**config.mk**
```make
export PLATFORM = sky130hd
export DESIGN_NAME = adder_share_arb_flat
export DESIGN_NICKNAME = d
export VERILOG_FILES = /design/src/rtl/adder_share_arb_if.sv /design/src/rtl/adder_share_arb.sv /design/src/flat_wrapper.sv
export SDC_FILE = /design/constraint.sdc
export NUM_CORES = 1
export LEC_CHECK = 0
export ABC_AREA = 0
export BUFFER_PORTS_ARGS = -buffer_cell sky130_fd_sc_hd__buf_2
export CORE_MARGIN = 3
export CORE_UTILIZATION = 50
export DETAILED_ROUTE_END_ITERATION = 6
export PLACE_DENSITY = 0.75
export SLEW_MARGIN = 30
export SYNTH_ARGS = -nofsm -noshare
export SYNTH_HDL_FRONTEND = slang
export SYNTH_SLANG_ARGS = --single-unit
```
**constraint.sdc**
```tcl
create_clock -name clk -period 3 [get_ports clk]
set_clock_uncertainty 0.05 [all_clocks]
set_input_delay 0.45 -clock clk [delete_from_list [all_inputs] [get_ports clk]]
set_output_delay 0.45 -clock clk [all_outputs]
set_load 0.005 [all_outputs]
```
**src/rtl/adder_share_arb_if.sv**
```systemverilog
`default_nettype none
// ============================================================================
// Module      : adder_share_arb_if
// Description : Requester and result handshake bundle for adder_share_arb.
// Revision    : 1.0 - initial release
// ============================================================================
interface adder_share_arb_if #(
  parameter int N_REQ    = 4,
  parameter int A_WIDTH  = 8,
  parameter int B_WIDTH  = 8,
  parameter int ID_WIDTH = 2
);
  localparam int OUTPUT_WIDTH = ((A_WIDTH > B_WIDTH) ? A_WIDTH : B_WIDTH) + 1;

  logic [N_REQ-1:0]         req_valid;
  logic [N_REQ-1:0]         req_ready;
  logic [N_REQ*A_WIDTH-1:0] req_a;
  logic [N_REQ*B_WIDTH-1:0] req_b;
  logic                     res_valid;
  logic                     res_ready;
  logic [OUTPUT_WIDTH-1:0]  res_data;
  logic [ID_WIDTH-1:0]      res_id;

  modport master (
    output req_valid, req_a, req_b, res_ready,
    input  req_ready, res_valid, res_data, res_id
  );

  modport slave (
    input  req_valid, req_a, req_b, res_ready,
    output req_ready, res_valid, res_data, res_id
  );
endinterface
`default_nettype wire

```
**src/rtl/adder_share_arb.sv**
```systemverilog
`default_nettype none
// ============================================================================
// Module      : adder_share_arb
// Description : Round-robin arbiter sharing one extend-and-add datapath
//               between N_REQ requesters; results are tagged with the index.
//               Define ADDER_SHARE_ARB_OUT_REG_EN for an extra output stage.
// Revision    : 1.0 - initial release
// ============================================================================
module adder_share_arb #(
  parameter int    N_REQ       = 4,
  parameter int    A_WIDTH     = 8,
  parameter int    B_WIDTH     = 8,
  parameter string A_IS_SIGNED = "TRUE",
  parameter string B_IS_SIGNED = "TRUE",
  parameter int    ID_WIDTH    = 2
) (
  input  logic             clk,
  input  logic             rst_n,
  adder_share_arb_if.slave bus,
  output logic             busy
);
  localparam int OUTPUT_WIDTH = ((A_WIDTH > B_WIDTH) ? A_WIDTH : B_WIDTH) + 1;
  localparam int c_ptr_w      = (N_REQ > 1) ? $clog2(N_REQ) : 1;
  localparam bit c_a_signed   = (A_IS_SIGNED == "TRUE");
  localparam bit c_b_signed   = (B_IS_SIGNED == "TRUE");

  typedef enum logic [1:0] {
    S_IDLE = 2'd0,
    S_ADD  = 2'd1,
`ifdef ADDER_SHARE_ARB_OUT_REG_EN
    S_PIPE = 2'd3,
`endif
    S_RESP = 2'd2
  } state_t;

  state_t                  r_state;
  state_t                  w_state_next;
  logic [c_ptr_w-1:0]      r_ptr;
  logic [c_ptr_w-1:0]      r_tag;
  logic [OUTPUT_WIDTH-1:0] r_a_ext;
  logic [OUTPUT_WIDTH-1:0] r_b_ext;
  logic [OUTPUT_WIDTH-1:0] r_res_data;
  logic [ID_WIDTH-1:0]     r_res_id;
`ifdef ADDER_SHARE_ARB_OUT_REG_EN
  logic [OUTPUT_WIDTH-1:0] r_pipe_data;
  logic [ID_WIDTH-1:0]     r_pipe_id;
`endif

  logic                    w_found;
  logic [c_ptr_w-1:0]      w_grant;
  logic [A_WIDTH-1:0]      w_sel_a;
  logic [B_WIDTH-1:0]      w_sel_b;
  logic [OUTPUT_WIDTH-1:0] w_a_ext;
  logic [OUTPUT_WIDTH-1:0] w_b_ext;
  logic [OUTPUT_WIDTH-1:0] w_sum;
  logic                    w_take;
  logic [N_REQ-1:0]        w_req_ready;
  logic                    w_res_valid;

  // Search starts at the pointer so the most recently served requester goes last.
  always_comb begin
    w_found = 1'b0;
    w_grant = '0;
    w_sel_a = '0;
    w_sel_b = '0;
    for (int k = 0; k < N_REQ; k++) begin
      if (!w_found && bus.req_valid[(int'(r_ptr) + k) % N_REQ]) begin
        w_found = 1'b1;
        w_grant = c_ptr_w'((int'(r_ptr) + k) % N_REQ);
        w_sel_a = bus.req_a[((int'(r_ptr) + k) % N_REQ) * A_WIDTH +: A_WIDTH];
        w_sel_b = bus.req_b[((int'(r_ptr) + k) % N_REQ) * B_WIDTH +: B_WIDTH];
      end
    end
  end

  assign w_a_ext = {{(OUTPUT_WIDTH - A_WIDTH){c_a_signed & w_sel_a[A_WIDTH-1]}}, w_sel_a};
  assign w_b_ext = {{(OUTPUT_WIDTH - B_WIDTH){c_b_signed & w_sel_b[B_WIDTH-1]}}, w_sel_b};
  assign w_sum   = r_a_ext + r_b_ext;
  assign w_take  = (r_state == S_IDLE) && w_found;

  always_ff @(posedge clk or negedge rst_n) begin
    if (!rst_n) begin
      r_state <= S_IDLE;
    end else begin
      r_state <= w_state_next;
    end
  end

  always_comb begin
    w_state_next = r_state;
    w_req_ready  = '0;
    w_res_valid  = 1'b0;
    case (r_state)
      S_IDLE: begin
        // Ready is masked by reset so nothing looks accepted while held in reset.
        if (w_found && rst_n) begin
          w_req_ready[w_grant] = 1'b1;
          w_state_next         = S_ADD;
        end
      end
`ifdef ADDER_SHARE_ARB_OUT_REG_EN
      S_ADD:  w_state_next = S_PIPE;
      S_PIPE: w_state_next = S_RESP;
`else
      S_ADD:  w_state_next = S_RESP;
`endif
      S_RESP: begin
        w_res_valid = 1'b1;
        if (bus.res_ready) begin
          w_state_next = S_IDLE;
        end
      end
      default: w_state_next = S_IDLE;
    endcase
  end

  always_ff @(posedge clk or negedge rst_n) begin
    if (!rst_n) begin
      r_ptr      <= '0;
      r_tag      <= '0;
      r_a_ext    <= '0;
      r_b_ext    <= '0;
      r_res_data <= '0;
      r_res_id   <= '0;
`ifdef ADDER_SHARE_ARB_OUT_REG_EN
      r_pipe_data <= '0;
      r_pipe_id   <= '0;
`endif
    end else begin
      if (w_take) begin
        r_a_ext <= w_a_ext;
        r_b_ext <= w_b_ext;
        r_tag   <= w_grant;
        r_ptr   <= (w_grant == c_ptr_w'(N_REQ - 1)) ? '0 : w_grant + c_ptr_w'(1);
      end
`ifdef ADDER_SHARE_ARB_OUT_REG_EN
      if (r_state == S_ADD) begin
        r_pipe_data <= w_sum;
        r_pipe_id   <= ID_WIDTH'(r_tag);
      end
      if (r_state == S_PIPE) begin
        r_res_data <= r_pipe_data;
        r_res_id   <= r_pipe_id;
      end
`else
      if (r_state == S_ADD) begin
        r_res_data <= w_sum;
        r_res_id   <= ID_WIDTH'(r_tag);
      end
`endif
    end
  end

  assign bus.req_ready = w_req_ready;
  assign bus.res_valid = w_res_valid;
  assign bus.res_data  = r_res_data;
  assign bus.res_id    = r_res_id;
  assign busy          = (r_state != S_IDLE);

endmodule
`default_nettype wire

```
**src/flat_wrapper.sv**
```systemverilog
// flat-port wrapper written by rule: the top's interface ports become plain ports
module adder_share_arb_flat 
#(
  parameter int    N_REQ       = 4,
  parameter int    A_WIDTH     = 8,
  parameter int    B_WIDTH     = 8,
  parameter string A_IS_SIGNED = "    ",
  parameter string B_IS_SIGNED = "    ",
  parameter int    ID_WIDTH    = 2
)
  (clk, rst_n, busy, bus_req_valid, bus_req_a, bus_req_b, bus_res_ready, bus_req_ready, bus_res_valid, bus_res_data, bus_res_id);
  adder_share_arb_if #(.N_REQ(N_REQ), .A_WIDTH(A_WIDTH), .B_WIDTH(B_WIDTH), .ID_WIDTH(ID_WIDTH)) bus_i ();
  input  logic clk;
  input  logic rst_n;
  output logic busy;
  input wire logic [$bits(bus_i.req_valid)-1:0] bus_req_valid;
  input wire logic [$bits(bus_i.req_a)-1:0] bus_req_a;
  input wire logic [$bits(bus_i.req_b)-1:0] bus_req_b;
  input wire logic [$bits(bus_i.res_ready)-1:0] bus_res_ready;
  output wire logic [$bits(bus_i.req_ready)-1:0] bus_req_ready;
  output wire logic [$bits(bus_i.res_valid)-1:0] bus_res_valid;
  output wire logic [$bits(bus_i.res_data)-1:0] bus_res_data;
  output wire logic [$bits(bus_i.res_id)-1:0] bus_res_id;
  assign bus_i.req_valid = bus_req_valid;
  assign bus_i.req_a = bus_req_a;
  assign bus_i.req_b = bus_req_b;
  assign bus_i.res_ready = bus_res_ready;
  assign bus_req_ready = bus_i.req_ready;
  assign bus_res_valid = bus_i.res_valid;
  assign bus_res_data = bus_i.res_data;
  assign bus_res_id = bus_i.res_id;
  adder_share_arb #(.N_REQ(N_REQ), .A_WIDTH(A_WIDTH), .B_WIDTH(B_WIDTH), .A_IS_SIGNED(A_IS_SIGNED), .B_IS_SIGNED(B_IS_SIGNED), .ID_WIDTH(ID_WIDTH)) u_core (.clk(clk), .rst_n(rst_n), .bus(bus_i), .busy(busy));
endmodule
```
# Word-level counts from Yosys, hierarchy flattened
# Index checks and enable logic that the tools add are counted.
[op_classes]
n_addsub = 5
magnitude_cmp = 6
eq_ne = 5
n_shift = 8
muxes = 36
bitwise = 3
reduce_logical = 15
[op_table]
columns = ["op", "count"]
rows = [
  ["variable part select 32 x 6 -> 8 bit", 8],
  ["2-to-1 mux 8 bit", 8],
  ["2-to-1 mux 2 bit", 7],
  ["2-to-1 mux 1 bit", 13],
  ["less-than comparator 3 x 4 -> 1 bit (second input constant)", 3],
  ["adder 8 x 8 -> 9 bit", 1],
  ["binary-select mux 1 bit (select 2 bit)", 4],
  ["2-to-1 mux 4 bit", 2],
  ["logical AND 1 bit", 6],
  ["less-than comparator 2 x 3 -> 1 bit (second input constant)", 2],
  ["one-hot mux 2 bit (3 select lines)", 1],
  ["OR reduction 2 bit", 3],
  ["adder 2 x 1 -> 2 bit (second input constant)", 2],
  ["adder 2 bit (second input constant)", 2],
  ["== test 2 bit (second input constant)", 2],
  ["inequality test 2 bit (second input constant)", 2],
  ["AND 1 bit (first input constant)", 3],
  ["zero test 1 bit", 3],
  ["demux 1 bit (select 2 bit)", 1],
  ["== test 2 x 1 -> 1 bit (second input constant)", 1],
  [">= comparator 2 x 1 -> 1 bit (second input constant)", 1],
  ["zero test 2 bit", 1],
  ["AND reduction 2 bit", 1],
  ["nonzero test 2 bit", 1],
]
[totals]
register_bits = 33
input_bits = 71

# Logic depth before layout (Yosys ltp)
[depth]
ltp_word = 20
ltp_mapped = 9
depth_no_buf = 7

# Worst setup path before layout
# Ideal clock, no wire load.
[synth_timing]
path_type = "register -> output"
startpoint = "reg u_core.r_ptr[1]"
endpoint = "out bus_req_ready[3]"
t_arrival_ns = 1.835
path_slack_ns = 0.665
path_stages_with_launch = 9
path_cell_list = "dfrtp_1 > buf_2 > inv_2 > buf_1 > o21ai_0 > nand2_1 > inv_1 > ha_1 > and3_1"
[synth_between]
elab_chain_cells = 18
elab_cells_between_ends = 36
classes_between = "3 x add/sub; 2 x order compare; 23 x mux; 8 x reduce/logical"
[synth_rtl]
columns = ["element", "line", "rtl"]
rows = [
  ["start: declaration", "adder_share_arb.sv:38", "logic [c_ptr_w-1:0] r_ptr;"],
  ["start signal: assignment", "adder_share_arb.sv:134", "r_ptr <= (w_grant == c_ptr_w'(N_REQ - 1)) ? '0 : w_grant + c_ptr_w'(1);"],
  ["adder 2 x 1 -> 2 bit or binary-select mux 1 bit (select 2 bit) (tied branches)", "adder_share_arb.sv:67, adder_share_arb.sv:69", ""],
  ["binary-select mux 1 bit (select 2 bit) or 2-to-1 mux 1 bit (tied branches)", "adder_share_arb.sv:67", "if (!w_found && bus.req_valid[(int'(r_ptr) + k) % N_REQ]) begin"],
  ["2-to-1 mux 1 bit (implied by the code)", "adder_share_arb.sv:67", ""],
  ["2-to-1 mux 1 bit (implied by the code) or zero test 1 bit (tied branches)", "adder_share_arb.sv:67", ""],
  ["logical AND 1 bit", "adder_share_arb.sv:67", ""],
  ["2-to-1 mux 1 bit", "adder_share_arb.sv:67", ""],
  ["zero test 1 bit", "adder_share_arb.sv:67", ""],
  ["logical AND 1 bit", "adder_share_arb.sv:67", ""],
  ["[3 not listed]", "--", ""],
  ["2-to-1 mux 2 bit *", "adder_share_arb.sv:67", ""],
  ["net u_core.w_grant[1]", "adder_share_arb.sv:50", "logic [c_ptr_w-1:0] w_grant;"],
  ["less-than comparator 2 x 3 -> 1 bit (implied by the code) or >= comparator 2 x 1 -> 1 bit (tied branches)", "adder_share_arb.sv:97", "w_req_ready[w_grant] = 1'b1;"],
  ["logical AND 1 bit (implied by the code)", "adder_share_arb.sv:97", ""],
  ["2-to-1 mux 1 bit (implied by the code)", "adder_share_arb.sv:97", ""],
  ["demux 1 bit (select 2 bit) *", "--", ""],
  ["2-to-1 mux 4 bit *", "adder_share_arb.sv:96", "if (w_found && rst_n) begin"],
  ["2-to-1 mux 4 bit *", "adder_share_arb.sv:93", "case (r_state)"],
  ["end: declaration", "flat_wrapper.sv:20", "output wire logic [$bits(bus_i.req_ready)-1:0] bus_req_ready;"],
]
# Mark *: on every way through the listed nets, which the timed path passes. The rest lies on a longest branch. The select of a mux whose other input is x is not followed.

# Worst setup path after layout
[layout_timing]
startpoint = "reg u_core.r_ptr[0]"
endpoint = "out bus_req_ready[3]"
# Same word-level chain as after synthesis.

==> results.py <==
metrics = {
    "run_status": {
        "outcome": "finished clean",
    },
    "sta": {
        "finalCritPeriodShare": 0.849,
        "finalCriticalPeriod_ns": 2.55,
        "tightest_slew_ns": 0.733,
        "rsz0062_at_grt": "no",
        "slew_viol_final": 0,
        "slew_headroom": 0.511,
        "setup-tns-final_ns": 0,
        "final-hold-violation-count": 0,
        "setup_viol": 0,
        "fmax_ghz": 0.393,
        "setup_slack_ns": 0.453,
    },
    "global_routing": {
        "antenna_found_initial": 0,
        "grt_max_degree": 56,
        "overflow": 0,
        "first_global_vias": 3465,
        "grt_use_total": 0.220,
        "grt_pass1_wl_mm": 16.0,
    },
    "critical_path": {
        "cp_cell_sequence": "nor2b_1 > a21oi_1 > o22ai_1 > a21o_1 > nor2_1 > ha_1 > and3_1 > buf_2",
        "cp.required_ns": 2.50,
        "end_kind": "primary output",
        "rrSetupSlack_ns": 0.68,
        "worst_r2r_endpoint": "u_core.r_a_ext[3]$_DFFE_PN0P_",
        "start_kind": "flop",
        "critPathKind": "reg -> out",
        "slowest_stage": "dfrtp_4",
        "arrival_ns": 2.05,
        "reg2reg_from": "u_core.r_ptr[0]$_DFFE_PN0P_",
        "rr_worst_depth": 6,
        "max_stage_delay_ns": 0.62,
        "crit_fanout": 23,
    },
    "clock_tree": {
        "postCtsSetupBuffers": 0,
        "cts_tree": "yes",
        "path_clk_slew_ns": 0.08,
        "cts_made_buffers": 5,
        "cts_resized": 0,
        "ctsLongestPathBuffers": 2,
        "hold_buffers": 0,
        "clkSinkCount": 33,
        "clk_latency_ns": 0.29,
        "cts_root_buf": "clkbuf_8",
        "htree_levels": 2,
    },
    "placement": {
        "pre_cts_slack_ns": 0.667,
        "place_congestion": 0.799,
        "place_area_mm2": 0.00436,
        "hpwl_mm": 7.28,
        "numPortBuffers": 87,
    },
    "synth": {
        "syn-instance-count": 384,
        "synth_flop_cell": "dfrtp_1",
        "syn-num-nets": 468,
        "synth_warnings": 0,
        "synth_most_common_cell": "nand2_1",
        "synth_edf_count": 0,
        "ys_types": 52,
        "ys_seq_area_frac": 0.209,
        "async_flop_share": 1.00,
        "synthesis.area_mm2": 0.00394,
        "synth_common_cells": "nand2_1, dfrtp_1, mux4_2",
        "synth_area_per_cell_um2": 10.3,
        "yosys_register_bits": 33,
        "yosysTopAreaCellShare": 0.209,
        "synth_largest_area_cell": "dfrtp_1",
        "ys_top_cells_by_area": "dfrtp_1, mux4_2, mux2i_1",
    },
    "floorplan": {
        "coreArea_mm2": 0.00745,
        "dieArea_mm2": 0.00899,
        "ios": 88,
        "row_count": 31,
        "fp.dieH_um": 94.8,
        "start_util": 0.530,
        "die_w_um": 94.8,
    },
    "power_and_ir_drop": {
        "p_per_area_mw_per_mm2": 998,
        "leakagePower_uw": 0.00189,
        "worst_ir_drop_vdd_uv": 434,
        "power_uw": 4460,
    },
    "routing": {
        "routedWlPerCell_um": 17.7,
        "drt_iter0_drc": 271,
        "via_per_inst": 6.32,
        "first_pass_iters": 5,
        "drc_errors": 0,
        "detail-route-antenna-nets": 0,
        "dr_total_vias": 3491,
        "drt-total-wl_mm": 9.79,
    },
    "cells_and_area": {
        "drive_gt1_frac": 0.404,
        "nets": 536,
        "stdcell_area_mm2": 0.00447,
        "syn_to_final_growth_pct": 13.4,
        "num_antenna_cells": 0,
    },
    "hold_path": {
        "hold_class": "in -> async",
    },
    "run": {
        "cap_violations": 0,
    },
}
[through the flow]
step                hold slack [ns]   util  std cells
detailed placement            0.416  0.585        544
finish                        0.209  0.601        552
global placement              0.410  0.585        544
global route                  0.252  0.601        552
CTS                           0.226  0.601        552
floorplan                     0.104      -        384
[area by class of cell]
cell class	count	area, µm²
Fill cell	655	2970
Clock inverter	1	30.0
Tap cell	99	124
Multi-Input combinational cell	305	2850
Inverter	11	41.3
Timing Repair Buffer	96	515
Sequential cell	33	831
Clock buffer	7	86.3
[critical path: cells and delay by family, from the launching register on]
kind | cells | cell delay, ns
flops | 1 | 0.62
simple gates | 3 | 0.41
compound gates | 3 | 0.40
fa+ha+maj | 1 | 0.22
buf+inv | 1 | 0.12
[worst max-delay path by stage]
| stage | cells past startpoint | to | slack (ns) | startpoint |
|---|---|---|---|---|
| floorplan | 8 | bus_req_ready[3] | 0.66 | u_core.r_ptr[1]$_DFFE_PN0P_ |
| global placement | 6 | u_core.r_b_ext[1]$_DFFE_PN0P_ | 0.75 | u_core.r_ptr[0]$_DFFE_PN0P_ |
| detailed placement | 6 | u_core.r_a_ext[3]$_DFFE_PN0P_ | 0.67 | u_core.r_ptr[0]$_DFFE_PN0P_ |
| CTS | 8 | bus_req_ready[3] | 0.47 | u_core.r_ptr[0]$_DFFE_PN0P_ |
| global route | 8 | bus_req_ready[2] | 0.32 | u_core.r_ptr[0]$_DFFE_PN0P_ |
| finish | 8 | bus_req_ready[3] | 0.45 | u_core.r_ptr[0]$_DFFE_PN0P_ |
[routing by layer]
layer	global-route usage	wire, µm	up-vias
met1	0.289	4090	1698
met4	0.0745	161	0
li1	-	-	1640
met5	0	0	-
met3	0.0335	591	16
met2	0.372	4940	137
[state kept, by name (all words and copies together) (netlist names)]
signal / flops
u_core.r_ptr: 2
u_core.r_a_ext: 8
u_core.bus.res_data: 9
u_core.r_b_ext: 8
u_core.bus.res_id: 2
u_core.r_state: 2
u_core.r_tag: 2
[kinds of logic after synthesis]
logic type      synth area share
fa+ha+maj                 0.0431
xor+xnor                 0.00666
compound gates             0.235
mux                        0.281
flops                      0.209
simple gates               0.155
buf+inv                   0.0698
[cells in the final DEF (no fill, tap or decap), drive strengths merged, types with 4 or more instances in the layout]
master / netlist / final
nand2b: 6 / 6
clkbuf: 9 / 7
and2: 17 / 17
and3: 4 / 4
mux2i: 32 / 32
o211ai: 17 / 17
dfrtp: 33 / 33
nand2: 46 / 46
inv: 11 / 11
a21oi: 9 / 9
ha: 12 / 12
o21ai: 11 / 11
mux2: 4 / 4
buf: 26 / 96
mux4: 33 / 33
nand3: 16 / 16
nor2: 7 / 7
a32oi: 16 / 16
a211oi: 34 / 34
[power breakdown]
part           internal (µW)  total (µW)  switching, µW
logic                   1470        3120           1650
clock network            271         437            167
registers                681         902            221
Power figures use the tool's default switching activity.
